--- config.mk ---
export PLATFORM = sky130hd
export DESIGN_NAME = dmem_sram_arbiter_flat
export DESIGN_NICKNAME = d
export VERILOG_FILES = /design/src/rtl/dmem_sram_arbiter_if.sv /design/src/rtl/dmem_sram_arbiter.sv /design/src/flat_wrapper.sv
export SDC_FILE = /design/constraint.sdc
export NUM_CORES = 1
export LEC_CHECK = 0
export ABC_AREA = 1
export CORE_ASPECT_RATIO = 2
export CORE_MARGIN = 2
export CORE_UTILIZATION = 44
export CTS_CLUSTER_DIAMETER = 150
export DETAILED_ROUTE_END_ITERATION = 10
export GPL_ROUTABILITY_DRIVEN = 0
export GPL_TIMING_DRIVEN = 0
export PLACE_DENSITY_LB_ADDON = 0.2
export RECOVER_POWER = 100
export SLEW_MARGIN = 10
export SYNTH_ARGS = -nofsm -noshare
export SYNTH_HDL_FRONTEND = slang
export SYNTH_SLANG_ARGS = --single-unit
export TNS_END_PERCENT = 100
--- constraint.sdc ---
create_clock -name clk_i -period 4.31 [get_ports clk_i]
set_input_delay 0.862 -clock clk_i [delete_from_list [all_inputs] [get_ports clk_i]]
set_output_delay 0.862 -clock clk_i [all_outputs]
set_load 0.02 [all_outputs]
--- src/rtl/dmem_sram_arbiter_if.sv ---
// dmem_sram_arbiter_if: core, programmer and SRAM macro signal bundle for the arbiter
interface dmem_sram_arbiter_if #(
  parameter int AddrW = 13,
  parameter int DataW = 32
);
  logic             a_csb_i;
  logic             a_we_i;
  logic [AddrW-1:0] a_addr_i;
  logic [DataW-1:0] a_wdata_i;
  logic [3:0]       a_wmask_i;
  logic [DataW-1:0] a_rdata_o;
  logic             b_req_i;
  logic             b_we_i;
  logic [AddrW-1:0] b_addr_i;
  logic [DataW-1:0] b_wdata_i;
  logic [3:0]       b_wmask_i;
  logic             b_gnt_o;
  logic             b_rvalid_o;
  logic [DataW-1:0] b_rdata_o;
  logic             sram_csb_o;
  logic             sram_web_o;
  logic [AddrW-1:0] sram_addr_o;
  logic [DataW-1:0] sram_wdata_o;
  logic [3:0]       sram_wmask_o;
  logic [DataW-1:0] sram_rdata_i;
  logic             init_done_o;
  modport slave (
    input  a_csb_i, a_we_i, a_addr_i, a_wdata_i, a_wmask_i,
    input  b_req_i, b_we_i, b_addr_i, b_wdata_i, b_wmask_i,
    input  sram_rdata_i,
    output a_rdata_o, b_gnt_o, b_rvalid_o, b_rdata_o,
    output sram_csb_o, sram_web_o, sram_addr_o, sram_wdata_o, sram_wmask_o,
    output init_done_o
  );
  modport master (
    output a_csb_i, a_we_i, a_addr_i, a_wdata_i, a_wmask_i,
    output b_req_i, b_we_i, b_addr_i, b_wdata_i, b_wmask_i,
    output sram_rdata_i,
    input  a_rdata_o, b_gnt_o, b_rvalid_o, b_rdata_o,
    input  sram_csb_o, sram_web_o, sram_addr_o, sram_wdata_o, sram_wmask_o,
    input  init_done_o
  );
endinterface

--- src/rtl/dmem_sram_arbiter.sv ---
// dmem_sram_arbiter: single-port SRAM shared by a never-stalled core port and a request/grant programmer port
module dmem_sram_arbiter #(
  parameter int AddrW        = 13,
  parameter int DataW        = 32,
  parameter bit ClearOnReset = 1'b1
) (
  input logic                clk_i,
  input logic                rst_ni,
  dmem_sram_arbiter_if.slave bus
);
  typedef enum logic [1:0] {S_RESET, S_CLEAR, S_IDLE} state_e;
  state_e           state_q, state_d;
  logic [AddrW:0]   cnt_q, cnt_d;
  logic             done_q, done_d;
  logic             pend_q, pend_d;
  logic [AddrW-1:0] addr_q, addr_d;
  logic [DataW-1:0] wdata_q, wdata_d;
  logic [3:0]       wmask_q, wmask_d;
  logic [DataW-1:0] rdata_q, rdata_d;
  logic             csb, web, gnt;
  // Sequencing of the clear pass and steering of the macro port; idle fields hold their last value
  always_comb begin
    state_d = state_q;
    cnt_d   = cnt_q;
    csb     = 1'b1;
    web     = 1'b1;
    gnt     = 1'b0;
    addr_d  = addr_q;
    wdata_d = wdata_q;
    wmask_d = wmask_q;
    case (state_q)
      S_RESET: state_d = ClearOnReset ? S_CLEAR : S_IDLE;
      S_CLEAR: begin
        csb     = 1'b0;
        web     = 1'b0;
        addr_d  = cnt_q[AddrW-1:0];
        wdata_d = '0;
        wmask_d = 4'hF;
        cnt_d   = cnt_q + 1'b1;
        state_d = cnt_d[AddrW] ? S_IDLE : S_CLEAR;
      end
      S_IDLE: begin
        if (!bus.a_csb_i) begin
          csb     = 1'b0;
          web     = bus.a_we_i;
          addr_d  = bus.a_addr_i;
          wdata_d = bus.a_wdata_i;
          wmask_d = bus.a_wmask_i;
        end else if (bus.b_req_i) begin
          gnt     = 1'b1;
          csb     = 1'b0;
          web     = ~bus.b_we_i;
          addr_d  = bus.b_addr_i;
          wdata_d = bus.b_wdata_i;
          wmask_d = bus.b_wmask_i;
        end
      end
      default: state_d = S_RESET;
    endcase
    done_d  = done_q | (state_d == S_IDLE);
    pend_d  = gnt & ~bus.b_we_i;
    rdata_d = pend_q ? bus.sram_rdata_i : rdata_q;
  end
  // State, clear counter, held macro fields and programmer read tracking
  always_ff @(posedge clk_i) begin
    if (!rst_ni) begin
      state_q <= S_RESET;
      cnt_q   <= '0;
      done_q  <= 1'b0;
      pend_q  <= 1'b0;
      addr_q  <= '0;
      wdata_q <= '0;
      wmask_q <= '0;
      rdata_q <= '0;
    end else begin
      state_q <= state_d;
      cnt_q   <= cnt_d;
      done_q  <= done_d;
      pend_q  <= pend_d;
      addr_q  <= addr_d;
      wdata_q <= wdata_d;
      wmask_q <= wmask_d;
      rdata_q <= rdata_d;
    end
  end
  assign bus.sram_csb_o   = csb;
  assign bus.sram_web_o   = web;
  assign bus.sram_addr_o  = addr_d;
  assign bus.sram_wdata_o = wdata_d;
  assign bus.sram_wmask_o = wmask_d;
  assign bus.b_gnt_o      = gnt;
  assign bus.b_rvalid_o   = pend_q;
  assign bus.b_rdata_o    = rdata_d;
  assign bus.a_rdata_o    = (state_q == S_IDLE) ? bus.sram_rdata_i : '0;
  assign bus.init_done_o  = done_q;
endmodule

--- src/flat_wrapper.sv ---
// flat-port wrapper written by rule: the top's interface ports become plain ports
module dmem_sram_arbiter_flat 
#(
  parameter int AddrW        = 13,
  parameter int DataW        = 32,
  parameter bit ClearOnReset = 1'b1
)
  (clk_i, rst_ni, bus_a_csb_i, bus_a_we_i, bus_a_addr_i, bus_a_wdata_i, bus_a_wmask_i, bus_b_req_i, bus_b_we_i, bus_b_addr_i, bus_b_wdata_i, bus_b_wmask_i, bus_sram_rdata_i, bus_a_rdata_o, bus_b_gnt_o, bus_b_rvalid_o, bus_b_rdata_o, bus_sram_csb_o, bus_sram_web_o, bus_sram_addr_o, bus_sram_wdata_o, bus_sram_wmask_o, bus_init_done_o);
  dmem_sram_arbiter_if #(.AddrW(AddrW), .DataW(DataW)) bus_i ();
  input logic clk_i;
  input logic rst_ni;
  input wire logic [$bits(bus_i.a_csb_i)-1:0] bus_a_csb_i;
  input wire logic [$bits(bus_i.a_we_i)-1:0] bus_a_we_i;
  input wire logic [$bits(bus_i.a_addr_i)-1:0] bus_a_addr_i;
  input wire logic [$bits(bus_i.a_wdata_i)-1:0] bus_a_wdata_i;
  input wire logic [$bits(bus_i.a_wmask_i)-1:0] bus_a_wmask_i;
  input wire logic [$bits(bus_i.b_req_i)-1:0] bus_b_req_i;
  input wire logic [$bits(bus_i.b_we_i)-1:0] bus_b_we_i;
  input wire logic [$bits(bus_i.b_addr_i)-1:0] bus_b_addr_i;
  input wire logic [$bits(bus_i.b_wdata_i)-1:0] bus_b_wdata_i;
  input wire logic [$bits(bus_i.b_wmask_i)-1:0] bus_b_wmask_i;
  input wire logic [$bits(bus_i.sram_rdata_i)-1:0] bus_sram_rdata_i;
  output wire logic [$bits(bus_i.a_rdata_o)-1:0] bus_a_rdata_o;
  output wire logic [$bits(bus_i.b_gnt_o)-1:0] bus_b_gnt_o;
  output wire logic [$bits(bus_i.b_rvalid_o)-1:0] bus_b_rvalid_o;
  output wire logic [$bits(bus_i.b_rdata_o)-1:0] bus_b_rdata_o;
  output wire logic [$bits(bus_i.sram_csb_o)-1:0] bus_sram_csb_o;
  output wire logic [$bits(bus_i.sram_web_o)-1:0] bus_sram_web_o;
  output wire logic [$bits(bus_i.sram_addr_o)-1:0] bus_sram_addr_o;
  output wire logic [$bits(bus_i.sram_wdata_o)-1:0] bus_sram_wdata_o;
  output wire logic [$bits(bus_i.sram_wmask_o)-1:0] bus_sram_wmask_o;
  output wire logic [$bits(bus_i.init_done_o)-1:0] bus_init_done_o;
  assign bus_i.a_csb_i = bus_a_csb_i;
  assign bus_i.a_we_i = bus_a_we_i;
  assign bus_i.a_addr_i = bus_a_addr_i;
  assign bus_i.a_wdata_i = bus_a_wdata_i;
  assign bus_i.a_wmask_i = bus_a_wmask_i;
  assign bus_i.b_req_i = bus_b_req_i;
  assign bus_i.b_we_i = bus_b_we_i;
  assign bus_i.b_addr_i = bus_b_addr_i;
  assign bus_i.b_wdata_i = bus_b_wdata_i;
  assign bus_i.b_wmask_i = bus_b_wmask_i;
  assign bus_i.sram_rdata_i = bus_sram_rdata_i;
  assign bus_a_rdata_o = bus_i.a_rdata_o;
  assign bus_b_gnt_o = bus_i.b_gnt_o;
  assign bus_b_rvalid_o = bus_i.b_rvalid_o;
  assign bus_b_rdata_o = bus_i.b_rdata_o;
  assign bus_sram_csb_o = bus_i.sram_csb_o;
  assign bus_sram_web_o = bus_i.sram_web_o;
  assign bus_sram_addr_o = bus_i.sram_addr_o;
  assign bus_sram_wdata_o = bus_i.sram_wdata_o;
  assign bus_sram_wmask_o = bus_i.sram_wmask_o;
  assign bus_init_done_o = bus_i.init_done_o;
  dmem_sram_arbiter #(.AddrW(AddrW), .DataW(DataW), .ClearOnReset(ClearOnReset)) u_core (.clk_i(clk_i), .rst_ni(rst_ni), .bus(bus_i));
endmodule
==> results of run 1 <==
-- per-stage QoR --
step,total power [mW],utilization [%],hold slack (ns),instances
floorplan,1.21,-,0.447,790
global placement,1.48,69.0,0.453,1185
detailed placement,1.49,69.0,0.460,1185
CTS,2.24,71.4,0.470,1201
global route,2.31,71.4,0.491,1201
finish,2.23,71.4,0.458,1201
-- registers in the layout, indices dropped and copies added, names as in the netlist --
| register | flops |
|---|---|
| u_core.bus.init_done_o | 1 |
| u_core.addr_q | 13 |
| u_core.bus.b_rvalid_o | 1 |
| u_core.wdata_q | 32 |
| u_core.state_q | 2 |
| u_core.rdata_q | 32 |
| u_core.wmask_q | 4 |
| u_core.cnt_q | 14 |
-- where the power goes --
part	internal [mW]	switching [mW]	leakage, nW
logic	0.221	0.290	3.06
registers	0.933	0.0113	0.799
clock network	0.396	0.378	0.133
total	1.55	0.680	3.99
-- worst max-delay path: cells and delay by family --
family                 cells  cell delay (ns)
AO/OA/AOI/OAI              1             0.23
AND/OR/NAND/NOR            3             0.50
buffers and inverters      4             1.65
-- final cells by class --
class	instances	area share (%)
clock inverter	7	0.641
tap	142	2.22
timing repair buffer	253	31.6
buffer	45	2.39
sequential	99	24.7
inverter	91	4.26
multi-input combinational	555	31.3
clock buffer	9	2.81
-- layout by cell type (no fill, tap or decap), types with 2 or more instances in the layout --
cell type / netlist / layout
clkinvlp_4: 0 / 2
clkinv_2: 0 / 2
buf_1: 5 / 3
o21ai_0: 31 / 31
nand4_1: 2 / 2
clkbuf_1: 26 / 30
dlygate4sd3_1: 0 / 105
clkbuf_16: 0 / 9
o211ai_1: 5 / 5
dfxtp_1: 99 / 99
nand3_1: 46 / 46
inv_1: 87 / 88
o22ai_2: 9 / 9
a22o_1: 10 / 10
ha_1: 5 / 5
nor2_1: 27 / 27
buf_4: 3 / 3
clkdlybuf4s50_1: 0 / 148
buf_2: 11 / 9
inv_6: 0 / 3
nor3_1: 5 / 5
a21oi_1: 83 / 83
nand2_1: 326 / 326
inv_2: 3 / 2
-- kinds of logic (layout without fill, tap and decap cells) --
| family | count (synthesis) | in the layout | share of synthesized area, % |
|---|---|---|---|
| adders and majority gates | 5 | 5 | 1.25 |
| AOI/OAI and AO/OA | 140 | 140 | 16.4 |
| DFF | 99 | 99 | 39.4 |
| buffers and inverters | 136 | 405 | 10.7 |
| xor gates and xnor gates | 1 | 1 | 0.174 |
| and+or+nand+nor | 409 | 409 | 32.1 |
-- layer usage --
layer | GRT usage [%] | part of all wire [%]
met1 | 25.6 | 35
met2 | 55.3 | 55
met3 | 5.28 | 7.1
met4 | 13.6 | 3.5
met5 | 0 | 0
-- how the worst max path moves through the flow --
| stage | cells after the start | endpoint |
|---|---|---|
| finish | 8 | bus_sram_wdata_o[25] |
| global route | 8 | bus_sram_wdata_o[1] |
| global placement | 11 | bus_sram_wmask_o[3] |
| floorplan | 9 | bus_sram_wmask_o[2] |
| detailed placement | 11 | bus_sram_wmask_o[3] |
| CTS | 11 | bus_sram_wmask_o[3] |
==> summary.txt, run 1 <==
Run status
  – Run status: finished, final reports clean

Final layout
  – Number of nets in the final layout: 1195
  – Area growth from synthesis to layout: 59.4%
  – Layout cells sized above 1: 3.87%
  – Finished layout cell area: 8010 µm²
  – Total area of multi-input combinational cells: 2510 µm²
  – Number of diodes: 0
  – Sequential cell area: 1980 µm²
  – Final-layout fill cell count: 981

Global routing
  – Antenna violations before repair: 0
  – Number of global-route vias before repair: 5740
  – Pin count of the biggest net entering global routing: 18
  – Overall routing resource usage: 27.8%
  – Remaining global-route overflow: 0
  – First-pass GRT wire length: 26900 µm

Yosys
  – Post-synthesis cell type count: 25
  – Synthesized net count: 931
  – Syn Inst Count: 790
  – Number of warnings printed during yosys synthesis: 0
  – Async set-or-reset flop fraction in the synthesized netlist: 0%
  – Largest cells by area after synthesis: dfxtp_1 39%, nand2_1 24%, a21oi_1 8.3%
  – EDFF count, synth: 0
  – Flip-flop cell with the highest count after synthesis: dfxtp_1
  – Cell area after synthesis: 5020 µm²
  – Yosys reg bits: 99
  – Share of synthesized area occupied by flip-flops and latches: 39.4%
  – Largest area contributor in the netlist: dfxtp_1
  – Area share of the largest cell type after synthesis: 39.4%
  – Most numerous cell types in the synthesized netlist: 326 x nand2_1, 99 x dfxtp_1, 87 x inv_1
  – Leading cell type by number of instances after synthesis: nand2_1
  – Mean instance size in the synthesized netlist: 6.36 µm²

Power and ir drop
  – Cell Pwr Density: 278 nW/µm²
  – Max VDD drop: 0.237 mV
  – Static power due to leakage: 3.99 nW

Floorplan
  – Die height: 155 µm
  – Initial cell density of the core: 44.8%
  – Die width: 79.6 µm
  – Row cnt: 55
  – Placeable Area: 11200 µm²
  – I/O pin count: 254
  – Full die area: 12300 µm²

Detailed routing
  – Initial DRT Pass Iterations: 5
  – Wirelength, routed: 17400 µm
  – Via-to-Cell Ratio: 4.92
  – Antenna-violating nets left: 0
  – Overall via count from detail_route: 5912
  – DRC violations left: 0
  – WL/cell: 14.5 µm
  – Detailed Route Iter0 Violations: 284

Min path
  – Hold path startpoint: u_core.bus.init_done_o$_SDFF_PN0_
  – Worst Hold Path EP: u_core.bus.init_done_o$_SDFF_PN0_
  – Number of cells traversed by the worst hold path: 2
  – Min-delay worst type: flop to flop

Clocking
  – TritonCTS clock tree: built
  – Worst-skew pair later-pin latency: 0.36 ns
  – Clock tree root driver cell: clkbuf_16
  – Number of sinks handled by clock tree synthesis: 99
  – Total of hold buffers inserted after clock tree synthesis: 0
  – Maximum clock insertion buffer count: 2
  – Number of buffers inserted during clock tree synthesis: 9
  – H-tree depth: 3
  – # resized after CTS: 0
  – Clock transition at path regs: 0.06 ns
  – Post CTS Setup Buffer Count: 0

STA
  – Worst path setup slack after routing: 0.204 ns
  – Unrepaired setup endpoints after global routing: no
  – Final count of pins violating max slew: 0
  – Final hold violation count: 0
  – Portion of the clock cycle consumed by the worst path in the final layout: 95.3%
  – Tmin final: 4.11 ns
  – Highest Clock Rate: 244 MHz
  – Final-report setup violation count: 0
  – Transition time of the tightest slew-check pin: 0.649 ns
  – Clk_skew: 0.0115 ns
  – Headroom to the max-slew limit: 56.7%
  – Accumulated negative setup slack: 0 ns

Critical path
  – Data required time of the critical path: 3.45 ns
  – Endpoint of the worst-slack reg-to-reg timing path: u_core.wdata_q[15]$_SDFF_PN0_
  – Critical-path top delay cell: clkdlybuf4s50_1
  – FF-to-FF path depth: 7
  – Critical path type: input pin to output port
  – Flop-to-flop setup slack: 2.10 ns
  – Arrival time of data at the critical path endpoint: 3.24 ns
  – Critical path fanouts, max: 10
  – Reg2reg start: u_core.state_q[0]$_SDFF_PN0_
  – Stage delay of the slowest cell on the critical path: 0.61 ns
  – Startpoint of the most critical setup path: bus_a_csb_i
  – Cell-by-cell listing of the critical path: clkdlybuf4s50_1 > inv_1 > or2_0 > o21ai_2 > clkbuf_1 > nand2_1 > nand2_1 > clkdlybuf4s50_1
  – Endpoint type of the worst setup path: output port
  – Startpoint type of the worst setup path: input pin

Placement
  – Post-detailed-placement cell area: 7730 µm²
  – Quantity of I/O buffers inserted on ports: 253
  – Pre-CTS setup slack: 0.319 ns
  – Detail Placement HPWL: 14000 µm

Job
  – Number of max-cap violations: 0
(Power assumes the default switching activity.)
==> run 2, diff against run 1 <==
--- a/config.mk
+++ b/config.mk
@@ -6,13 +6,14 @@
 export NUM_CORES = 1
 export LEC_CHECK = 0
 export ABC_AREA = 1
-export CORE_ASPECT_RATIO = 2
+export CORE_ASPECT_RATIO = 1.5
 export CORE_MARGIN = 2
 export CORE_UTILIZATION = 44
 export CTS_CLUSTER_DIAMETER = 150
 export DETAILED_ROUTE_END_ITERATION = 10
 export GPL_ROUTABILITY_DRIVEN = 0
 export GPL_TIMING_DRIVEN = 0
+export MAX_ROUTING_LAYER = met4
 export PLACE_DENSITY_LB_ADDON = 0.2
 export RECOVER_POWER = 100
 export SLEW_MARGIN = 10
==> summary.txt, run 2 (synthesis results as in run 1) <==
Run status
  – Run status: finished, final reports clean (unchanged)

Critical path
  – Startpoint type of the worst setup path: input pin (unchanged)
  – FF-to-FF path depth: 8 (was 7)
  – Endpoint type of the worst setup path: output port (unchanged)
  – Critical path type: input pin to output port (unchanged)
  – Arrival time of data at the critical path endpoint: 3.23 ns (was 3.24 ns)
  – Data required time of the critical path: 3.45 ns (about the same)
  – Critical path fanouts, max: 10 (unchanged)

Detailed routing
  – Via-to-Cell Ratio: 4.96 (was 4.92)
  – WL/cell: 14.4 µm (was 14.5 µm)
  – Wirelength, routed: 17300 µm (was 17400 µm)
  – DRC violations left: 0 (unchanged)
  – Antenna-violating nets left: 0 (unchanged)
  – Overall via count from detail_route: 5978 (was 5912)
  – Detailed Route Iter0 Violations: 233 (was 284)
  – Initial DRT Pass Iterations: 5 (unchanged)

Placement
  – Quantity of I/O buffers inserted on ports: 253 (unchanged)
  – Detail Placement HPWL: 13600 µm (was 14000 µm)
  – Post-detailed-placement cell area: 7740 µm² (was 7730 µm²)
  – Count of placed standard cells including taps: 1190 (was 1185)
  – Pre-CTS setup slack: 0.298 ns (was 0.319 ns)

Clocking
  – # resized after CTS: 0 (unchanged)
  – Total of hold buffers inserted after clock tree synthesis: 0 (unchanged)
  – Maximum clock insertion buffer count: 2 (unchanged)
  – H-tree depth: 3 (unchanged)
  – Worst-skew pair later-pin latency: 0.35 ns (was 0.36 ns)
  – TritonCTS clock tree: built (unchanged)
  – Post CTS Setup Buffer Count: 0 (unchanged)
  – Number of buffers inserted during clock tree synthesis: 9 (unchanged)
  – Number of sinks handled by clock tree synthesis: 99 (unchanged)
  – Clock transition at path regs: 0.07 ns (was 0.06 ns)
  – Clock tree root driver cell: clkbuf_16 (unchanged)

Power and ir drop
  – Max VDD drop: 0.203 mV (was 0.237 mV)
  – Switching power as a share of total power: 28.3% (was 30.5%)
  – Sw Pwr: 0.658 mW (was 0.680 mW)
  – Cell Pwr Density: 288 nW/µm² (was 278 nW/µm²)
  – Internal power: 1.66 mW (was 1.55 mW)
  – Fraction of power consumed by the clock network: 37.4% (was 34.7%)
  – Static power due to leakage: 4.04 nW (was 3.99 nW)
  – Logic gate share of total power: 21.9% (was 22.9%)
  – Portion of total power attributed to sequential cells: 40.7% (was 42.4%)
  – Post-layout total power: 2.32 mW (was 2.23 mW)

STA
  – Worst path setup slack after routing: 0.221 ns (was 0.204 ns)
  – Final count of pins violating max slew: 0 (unchanged)
  – Portion of the clock cycle consumed by the worst path in the final layout: 94.9% (was 95.3%)
  – Accumulated negative setup slack: 0 ns (unchanged)
  – Highest Clock Rate: 245 MHz (was 244 MHz)
  – Clk_skew: 0.0103 ns (was 0.0115 ns)
  – Transition time of the tightest slew-check pin: 0.665 ns (was 0.649 ns)
  – Headroom to the max-slew limit: 55.7% (was 56.7%)
  – Unrepaired setup endpoints after global routing: no (unchanged)
  – Final hold violation count: 0 (unchanged)
  – Final-report setup violation count: 0 (unchanged)
  – Tmin final: 4.09 ns (was 4.11 ns)
  – Min Hold Slack: 0.464 ns (was 0.458 ns)

Global routing
  – Met1 Usage GRT: 29.5% (was 25.6%)
  – Met2 Use GR: 52.9% (was 55.3%)
  – Remaining global-route overflow: 0 (unchanged)
  – Pin count of the biggest net entering global routing: 17 (was 18)
  – Number of global-route vias before repair: 5751 (was 5740)
  – Overall routing resource usage: 28.6% (was 27.8%)
  – Global Route met3 Usage: 5.69% (was 5.28%)
  – First-pass GRT wire length: 27300 µm (was 26900 µm)
  – Antenna violations before repair: 0 (unchanged)
  – Most crowded layer after global routing: met2 (unchanged)

Floorplan
  – Die width: 91.3 µm (was 79.6 µm)
  – Placeable Area: 11100 µm² (was 11200 µm²)
  – I/O pin count: 254 (unchanged)
  – Row cnt: 47 (was 55)
  – Full die area: 12300 µm² (about the same)
  – Die height: 135 µm (was 155 µm)
  – Initial cell density of the core: 45.2% (was 44.8%)

Final layout
  – Total area of multi-input combinational cells: 2500 µm² (was 2510 µm²)
  – Final-layout fill cell count: 963 (was 981)
  – Leading cell types in the layout, fill and taps excluded: 326 x nand2_1, 142 x clkdlybuf4s50_1, 111 x dlygate4sd3_1 (was 326 x nand2_1, 148 x clkdlybuf4s50_1, 105 x dlygate4sd3_1)
  – Largest regs: u_core.rdata_q: 32 flops, u_core.wdata_q: 32 flops, u_core.cnt_q: 14 flops (unchanged)
  – Final core utilization: 72.4% (was 71.4%)
  – Number of diodes: 0 (unchanged)
  – Finished layout cell area: 8050 µm² (was 8010 µm²)
  – Most common library cell in the layout ignoring fill and taps: nand2_1 (unchanged)
  – Sequential cell area: 1980 µm² (unchanged)
  – Number of nets in the final layout: 1195 (unchanged)
  – Area growth from synthesis to layout: 60.2% (was 59.4%)
  – Layout cells sized above 1: 3.78% (was 3.87%)
  – Finished Layout Cells: 1206 (was 1201)

Job
  – Number of max-cap violations: 0 (unchanged)

Min path
  – Min-delay worst type: flop to flop (unchanged)
  – Number of cells traversed by the worst hold path: 2 (unchanged)
run 2: worst paths after layout:
kind | start | end | slack, ns
max | bus_a_csb_i | bus_sram_wdata_o[1] | 0.22
min | u_core.bus.init_done_o$_SDFF_PN0_ | u_core.bus.init_done_o$_SDFF_PN0_ | 0.46
min reg2reg | u_core.bus.init_done_o$_SDFF_PN0_ | u_core.bus.init_done_o$_SDFF_PN0_ | 0.46
max reg2reg | u_core.state_q[0]$_SDFF_PN0_ | u_core.wdata_q[17]$_SDFF_PN0_ | 2.06
run 2: power by group through the flow:
stage          logic, mW  registers, mW  clock network, mW
6_report           0.509          0.945              0.868
5_1_grt            0.555          0.945              0.915
4_1_cts            0.523          0.944              0.873
3_5_place_dp       0.520          0.965                  0
3_3_place_gp       0.518          0.964                  0
2_1_floorplan      0.243          0.963                  0
run 2: routing by layer:
layer	vias up	wire, µm
met5	-	0
met4	0	466
met3	33	1180
met2	237	8970
met1	2685	6710
li1	3023	-
run 2: worst max-delay path: stages:
cell             delay (ns)
clkdlybuf4s50_1        0.52
inv_2                  0.06
or2_0                  0.23
o21ai_2                0.24
clkbuf_1               0.42
nand2_1                0.14
nand2_1                0.08
dlygate4sd3_1          0.67
run 2: layout make-up:
type                            instances  share of cell area, %
Timing Repair Buffer                  253                   31.5
Multi-Input combinational cell        555                   31.1
Sequential cell                        99                   24.6
Inverter                               91                   4.24
Clock buffer                           10                   2.84
Buffer                                 45                   2.38
Tap cell                              147                   2.29
Clock inverter                          6                   1.09
==> run 3, diff against run 2 <==
--- a/config.mk
+++ b/config.mk
@@ -14,7 +14,7 @@
 export GPL_ROUTABILITY_DRIVEN = 0
 export GPL_TIMING_DRIVEN = 0
 export MAX_ROUTING_LAYER = met4
-export PLACE_DENSITY_LB_ADDON = 0.2
+export PLACE_DENSITY = 0.95
 export RECOVER_POWER = 100
 export SLEW_MARGIN = 10
 export SYNTH_ARGS = -nofsm -noshare
==> summary.txt, run 3 (synthesis results as in run 1) <==
Critical path
  – Endpoint type of the worst setup path: output port (unchanged)
  – Data required time of the critical path: 3.45 ns (about the same)
  – Reg2reg start: u_core.state_q[0]$_SDFF_PN0_ (unchanged)
  – Critical path fanouts, max: 10 (unchanged)
  – End point of the critical path: bus_sram_wdata_o[21] (was bus_sram_wdata_o[1])
  – Family with the most delay on the worst path: buffers and inverters (unchanged)
  – FF-to-FF path depth: 7 (was 8)
  – Critical-path top delay cell: dlygate4sd3_1 (unchanged)
  – Most common cell on crit path: nand2_1 (unchanged)
  – Startpoint of the most critical setup path: bus_a_csb_i (unchanged)
  – Cell-by-cell listing of the critical path: clkdlybuf4s50_1 > inv_1 > buf_2 > clkbuf_1 > nand2_1 > nand2_1 > nand3_1 > nand2_1 > dlygate4sd3_1 (was clkdlybuf4s50_1 > inv_2 > or2_0 > o21ai_2 > clkbuf_1 > nand2_1 > nand2_1 > dlygate4sd3_1)
  – Critical path type: input pin to output port (unchanged)
  – Critical path buffers and inverters: 5 (was 4)
  – Arrival time of data at the critical path endpoint: 3.24 ns (was 3.23 ns)
  – Number of cells on the critical path: 9 (was 8)
  – Startpoint type of the worst setup path: input pin (unchanged)
  – Flop-to-flop setup slack: 2.06 ns (about the same)
  – Stage delay of the slowest cell on the critical path: 0.71 ns (was 0.67 ns)
  – Endpoint of the worst-slack reg-to-reg timing path: u_core.wdata_q[27]$_SDFF_PN0_ (was u_core.wdata_q[17]$_SDFF_PN0_)

Placement
  – Pre-CTS setup slack: 0.288 ns (was 0.298 ns)
  – Quantity of I/O buffers inserted on ports: 253 (unchanged)
  – Count of placed standard cells including taps: 1190 (unchanged)
  – Post-detailed-placement cell area: 7740 µm² (unchanged)
  – Detail Placement HPWL: 14200 µm (was 13600 µm)

Floorplan
  – Die height: 135 µm (unchanged)
  – Full die area: 12300 µm² (unchanged)
  – Placeable Area: 11100 µm² (unchanged)
  – Initial cell density of the core: 45.2% (unchanged)
  – I/O pin count: 254 (unchanged)
  – Row cnt: 47 (unchanged)
  – Die width: 91.3 µm (unchanged)

Global routing
  – Antenna violations before repair: 0 (unchanged)
  – Remaining global-route overflow: 0 (unchanged)
  – Overall routing resource usage: 29.7% (was 28.6%)
  – First-pass GRT wire length: 28300 µm (was 27300 µm)
  – Pin count of the biggest net entering global routing: 17 (unchanged)
  – Number of global-route vias before repair: 5953 (was 5751)

Clocking
  – Clock transition at path regs: 0.07 ns (about the same)
  – Number of buffers inserted during clock tree synthesis: 9 (unchanged)
  – Worst-skew pair later-pin latency: 0.35 ns (about the same)
  – # resized after CTS: 0 (unchanged)
  – Post CTS Setup Buffer Count: 0 (unchanged)
  – Clock tree root driver cell: clkbuf_16 (unchanged)
  – Number of sinks handled by clock tree synthesis: 99 (unchanged)
  – H-tree depth: 3 (unchanged)
  – TritonCTS clock tree: built (unchanged)
  – Total of hold buffers inserted after clock tree synthesis: 0 (unchanged)
  – Maximum clock insertion buffer count: 2 (unchanged)

STA
  – Final hold violation count: 0 (unchanged)
  – Clk_skew: 0.00662 ns (was 0.0103 ns)
  – Min Hold Slack: 0.451 ns (was 0.464 ns)
  – Final count of pins violating max slew: 0 (unchanged)
  – Headroom to the max-slew limit: 47.1% (was 55.7%)
  – Portion of the clock cycle consumed by the worst path in the final layout: 95.2% (was 94.9%)
  – Transition time of the tightest slew-check pin: 0.794 ns (was 0.665 ns)
  – Worst path setup slack after routing: 0.205 ns (was 0.221 ns)
  – Highest Clock Rate: 244 MHz (was 245 MHz)
  – Final-report setup violation count: 0 (unchanged)
  – Unrepaired setup endpoints after global routing: no (unchanged)
  – Tmin final: 4.11 ns (was 4.09 ns)
  – Accumulated negative setup slack: 0 ns (unchanged)

Detailed routing
  – Detailed Route Iter0 Violations: 323 (was 233)
  – Via-to-Cell Ratio: 5.06 (was 4.96)
  – Initial DRT Pass Iterations: 5 (unchanged)
  – Antenna-violating nets left: 0 (unchanged)
  – WL/cell: 15.2 µm (was 14.4 µm)
  – Overall via count from detail_route: 6098 (was 5978)
  – DRC violations left: 0 (unchanged)
  – Wirelength, routed: 18300 µm (was 17300 µm)

Final layout
  – Number of diodes: 0 (unchanged)
  – Final core utilization: 72.5% (was 72.4%)
  – Final-layout fill cell count: 859 (was 963)
  – Layout cells sized above 1: 3.87% (was 3.78%)
  – Finished Layout Cells: 1206 (unchanged)
  – Largest regs: u_core.rdata_q: 32 flops, u_core.wdata_q: 32 flops, u_core.cnt_q: 14 flops (unchanged)
  – Area growth from synthesis to layout: 60.3% (was 60.2%)
  – Most common library cell in the layout ignoring fill and taps: nand2_1 (unchanged)
  – Number of nets in the final layout: 1195 (unchanged)
  – Finished layout cell area: 8060 µm² (was 8050 µm²)
  – Leading cell types in the layout, fill and taps excluded: 326 x nand2_1, 145 x clkdlybuf4s50_1, 108 x dlygate4sd3_1 (was 326 x nand2_1, 142 x clkdlybuf4s50_1, 111 x dlygate4sd3_1)

Power and ir drop
  – Cell Pwr Density: 289 nW/µm² (was 288 nW/µm²)
  – Post-layout total power: 2.33 mW (was 2.32 mW)
  – Max VDD drop: 0.239 mV (was 0.203 mV)
  – Static power due to leakage: 4.02 nW (was 4.04 nW)

Min path
  – Number of cells traversed by the worst hold path: 2 (unchanged)
  – Min-delay worst type: flop to flop (unchanged)

Job
  – Number of max-cap violations: 0 (unchanged)

Run status
  – Run status: finished, final reports clean (unchanged)
[run 3: power by group]
group	internal [mW]	switching, mW
Sequential	0.933	0.0113
Combinational	0.221	0.294
Clock	0.507	0.362
[run 3: cell type report]
cell class / count / area, µm² / share of cell area, %
repair buffers: 253 / 2530 / 31.4
clock buffers: 9 / 225 / 2.80
multi-input cells: 555 / 2510 / 31.1
inverters: 91 / 342 / 4.24
well taps: 147 / 184 / 2.28
flip-flops and latches: 99 / 1980 / 24.6
plain buffers: 45 / 191 / 2.38
clock inverters: 7 / 92.6 / 1.15
[run 3: worst reg2reg max path: stages, from the launching register on]
cell and delay (ns):
dfxtp_1 0.35, inv_1 0.11, ha_1 0.15, buf_4 0.16, clkbuf_1 0.49, clkbuf_1 0.53
nand3_1 0.17, a21oi_1 0.20
[run 3: how the worst min path moves through the flow]
stage                                            from                           endpoint  slack [ns]
finish              u_core.bus.init_done_o$_SDFF_PN0_  u_core.bus.init_done_o$_SDFF_PN0_        0.45
global route        u_core.bus.init_done_o$_SDFF_PN0_  u_core.bus.init_done_o$_SDFF_PN0_        0.47
CTS                 u_core.bus.init_done_o$_SDFF_PN0_  u_core.bus.init_done_o$_SDFF_PN0_        0.46
detailed placement  u_core.bus.init_done_o$_SDFF_PN0_  u_core.bus.init_done_o$_SDFF_PN0_        0.44
global placement    u_core.bus.init_done_o$_SDFF_PN0_  u_core.bus.init_done_o$_SDFF_PN0_        0.44
floorplan               u_core.wdata_q[10]$_SDFF_PN0_      u_core.wdata_q[10]$_SDFF_PN0_        0.45
[run 3: metal layers]
| layer | vias up | routed length [µm] | GRT usage (%) |
|---|---|---|---|
| met4 | 0 | 900 | 17.8 |
| met5 | - | 0 | - |
| met1 | 2749 | 6890 | 31.3 |
| li1 | 3024 | - | - |
| met3 | 57 | 1120 | 4.30 |
| met2 | 268 | 9380 | 52.4 |
==> patch: new RTL, settings of run 2 <==
`ClearOnReset` is set to 1'b1 in 2 places; all go to 1'b0.
--- a/src/rtl/dmem_sram_arbiter.sv
+++ b/src/rtl/dmem_sram_arbiter.sv
@@ -2,7 +2,7 @@
 module dmem_sram_arbiter #(
   parameter int AddrW        = 13,
   parameter int DataW        = 32,
-  parameter bit ClearOnReset = 1'b1
+  parameter bit ClearOnReset = 1'b0
 ) (
   input logic                clk_i,
   input logic                rst_ni,
--- a/src/flat_wrapper.sv
+++ b/src/flat_wrapper.sv
@@ -3,7 +3,7 @@
 #(
   parameter int AddrW        = 13,
   parameter int DataW        = 32,
-  parameter bit ClearOnReset = 1'b1
+  parameter bit ClearOnReset = 1'b0
 )
   (clk_i, rst_ni, bus_a_csb_i, bus_a_we_i, bus_a_addr_i, bus_a_wdata_i, bus_a_wmask_i, bus_b_req_i, bus_b_we_i, bus_b_addr_i, bus_b_wdata_i, bus_b_wmask_i, bus_sram_rdata_i, bus_a_rdata_o, bus_b_gnt_o, bus_b_rvalid_o, bus_b_rdata_o, bus_sram_csb_o, bus_sram_web_o, bus_sram_addr_o, bus_sram_wdata_o, bus_sram_wmask_o, bus_init_done_o);
   dmem_sram_arbiter_if #(.AddrW(AddrW), .DataW(DataW)) bus_i ();
Function: changed (Yosys sat finds a counterexample within 4 cycles, from zero or initial values and one cycle with rst_ni low).
==> patch against run 2 <==
- synthesized cell count rose by 0.51%
- clock skew is 0.0028 ns lower
- count of clock-buffer cells in the layout rose by 1
- synthesized area up 0.20%
- sequential cell count stayed put
- via count decreased by 1.1%
- routed wire length is 0.27% lower
- total power up 1.7%
- design area up 0.11%
- worst setup slack lost 0.045 ns
- clock power increased by 5.1%
- core utilization increased by 0.079 points
- critical path depth stayed put
- largest cell class unchanged
- critical endpoint is now bus_sram_wdata_o[25]
==> patch: results (changes against run 2) <==
| Metric | Value |
|---|---|
| Status | finished, final reports clean |
| Hold Slack | 0.450 ns (-0.0138 ns) |
| Count of multi-input gates | 564 (+1.6%) |
| Worst r2r dst | u_core.wdata_q[22]$_SDFF_PN0_ |
| Worst setup endpoint | bus_sram_wdata_o[25] |
| ClkCell Share | 4.25% (+0.32 points) |
| Leakage | 4.01 nW (-0.60%) |
| Yosys cell types | 27 (+8.0%) |
| Switching share of power | 25.6% (-2.7 points) |
| DP Area | 7750 µm² (+0.13%) |
| Clock Skew | 0.00751 ns (-0.00276 ns) |
| R2R depth | 7 (-1) |
| Drt first-iter violations | 216 (-7.3%) |
| Metal-1 WL | 6560 µm (-2.3%) |
| Area occupied by multi-input gates | 2500 µm² (about the same) |
| Layout cells sized above 1 | 2.92% (-0.86 points) |
| Largest net degree at the start of global routing | 16 (-1) |
| Gate Count Post-Synth | 794 (+0.51%) |
| Signal inverters | 86 (-5.5%) |
| First-pass DRT Iterations | 4 (-1) |
| Number of global-route vias before repair | 5540 (-3.7%) |
| Top post-synthesis cells by count | nand2_1 (333), dfxtp_1 (99), a21oi_1 (83) |
| Clkbuf count | 11 (+1) |
| Crit path largest cell delay | 0.70 ns (+0.03 ns) |
| Tmin final | 4.13 ns (+0.0453 ns) |
| Layout fillers | 908 (-5.7%) |
| Met3 wire length | 1040 µm (-12%) |
| Slew @ Worst Pin | 0.667 ns (+0.00242 ns) |
| Wire length per cell | 14.3 µm (-0.60%) |
| Post-Syn Nets | 936 (+0.54%) |
| Routed wl met2 | 9230 µm (+2.9%) |
| Fraction of area in multi-input gates | 31.1% (about the same) |
| CP arrival | 3.27 ns (+0.04 ns) |
| Setup WS pre-CTS | 0.176 ns (-0.122 ns) |
| Layout non-clock buf frac | 33.8% (-0.052 points) |
| Via-to-Cell Ratio | 4.88 (-1.5%) |
| Final std cells w/o fill | 1210 (+0.33%) |
| Max IR drop VDD | 195 µV (-4.3%) |
| Sequential cells | 99 (unchanged) |
| Overall Global Routing Usage | 28.4% (-0.23 points) |
| First-pass GRT wire length | 27000 µm (-1.1%) |
| Synth top area cells | dfxtp_1 (39%), nand2_1 (25%), a21oi_1 (8.3%) |
==> patch: changes by cell type after synthesis, moves of 2 or more <==
| cell | change |
|---|---|
| a22o_1 | -2 |
| nand2_1 | +7 |
| o22ai_2 | -2 |
| inv_1 | -5 |
| buf_1 | +2 |
==> patch: power by group through the flow <==
stage	logic, mW	clock network [mW]	registers, mW
global placement	0.528	0	0.961
CTS	0.535	0.925	0.941
floorplan	0.234	0	0.962
detailed placement	0.532	0	0.962
finish	0.508	0.912	0.941
global route	0.548	0.963	0.942
==> patch: cell families after synthesis <==
kind of cell / share of synthesized area (%)
AND/OR/NAND/NOR: 32.8
AO/OA/AOI/OAI: 15.9
buffers and inverters: 10.2
flip-flops: 39.4
adder cells (fa/ha/maj): 1.49
XOR/XNOR: 0.174
==> patch: per-layer routing <==
layer,vias up,GRT usage (%)
li1,3037,-
met1,2603,29.2
met2,237,53.5
met3,33,4.63
met4,0,10.9
met5,-,-
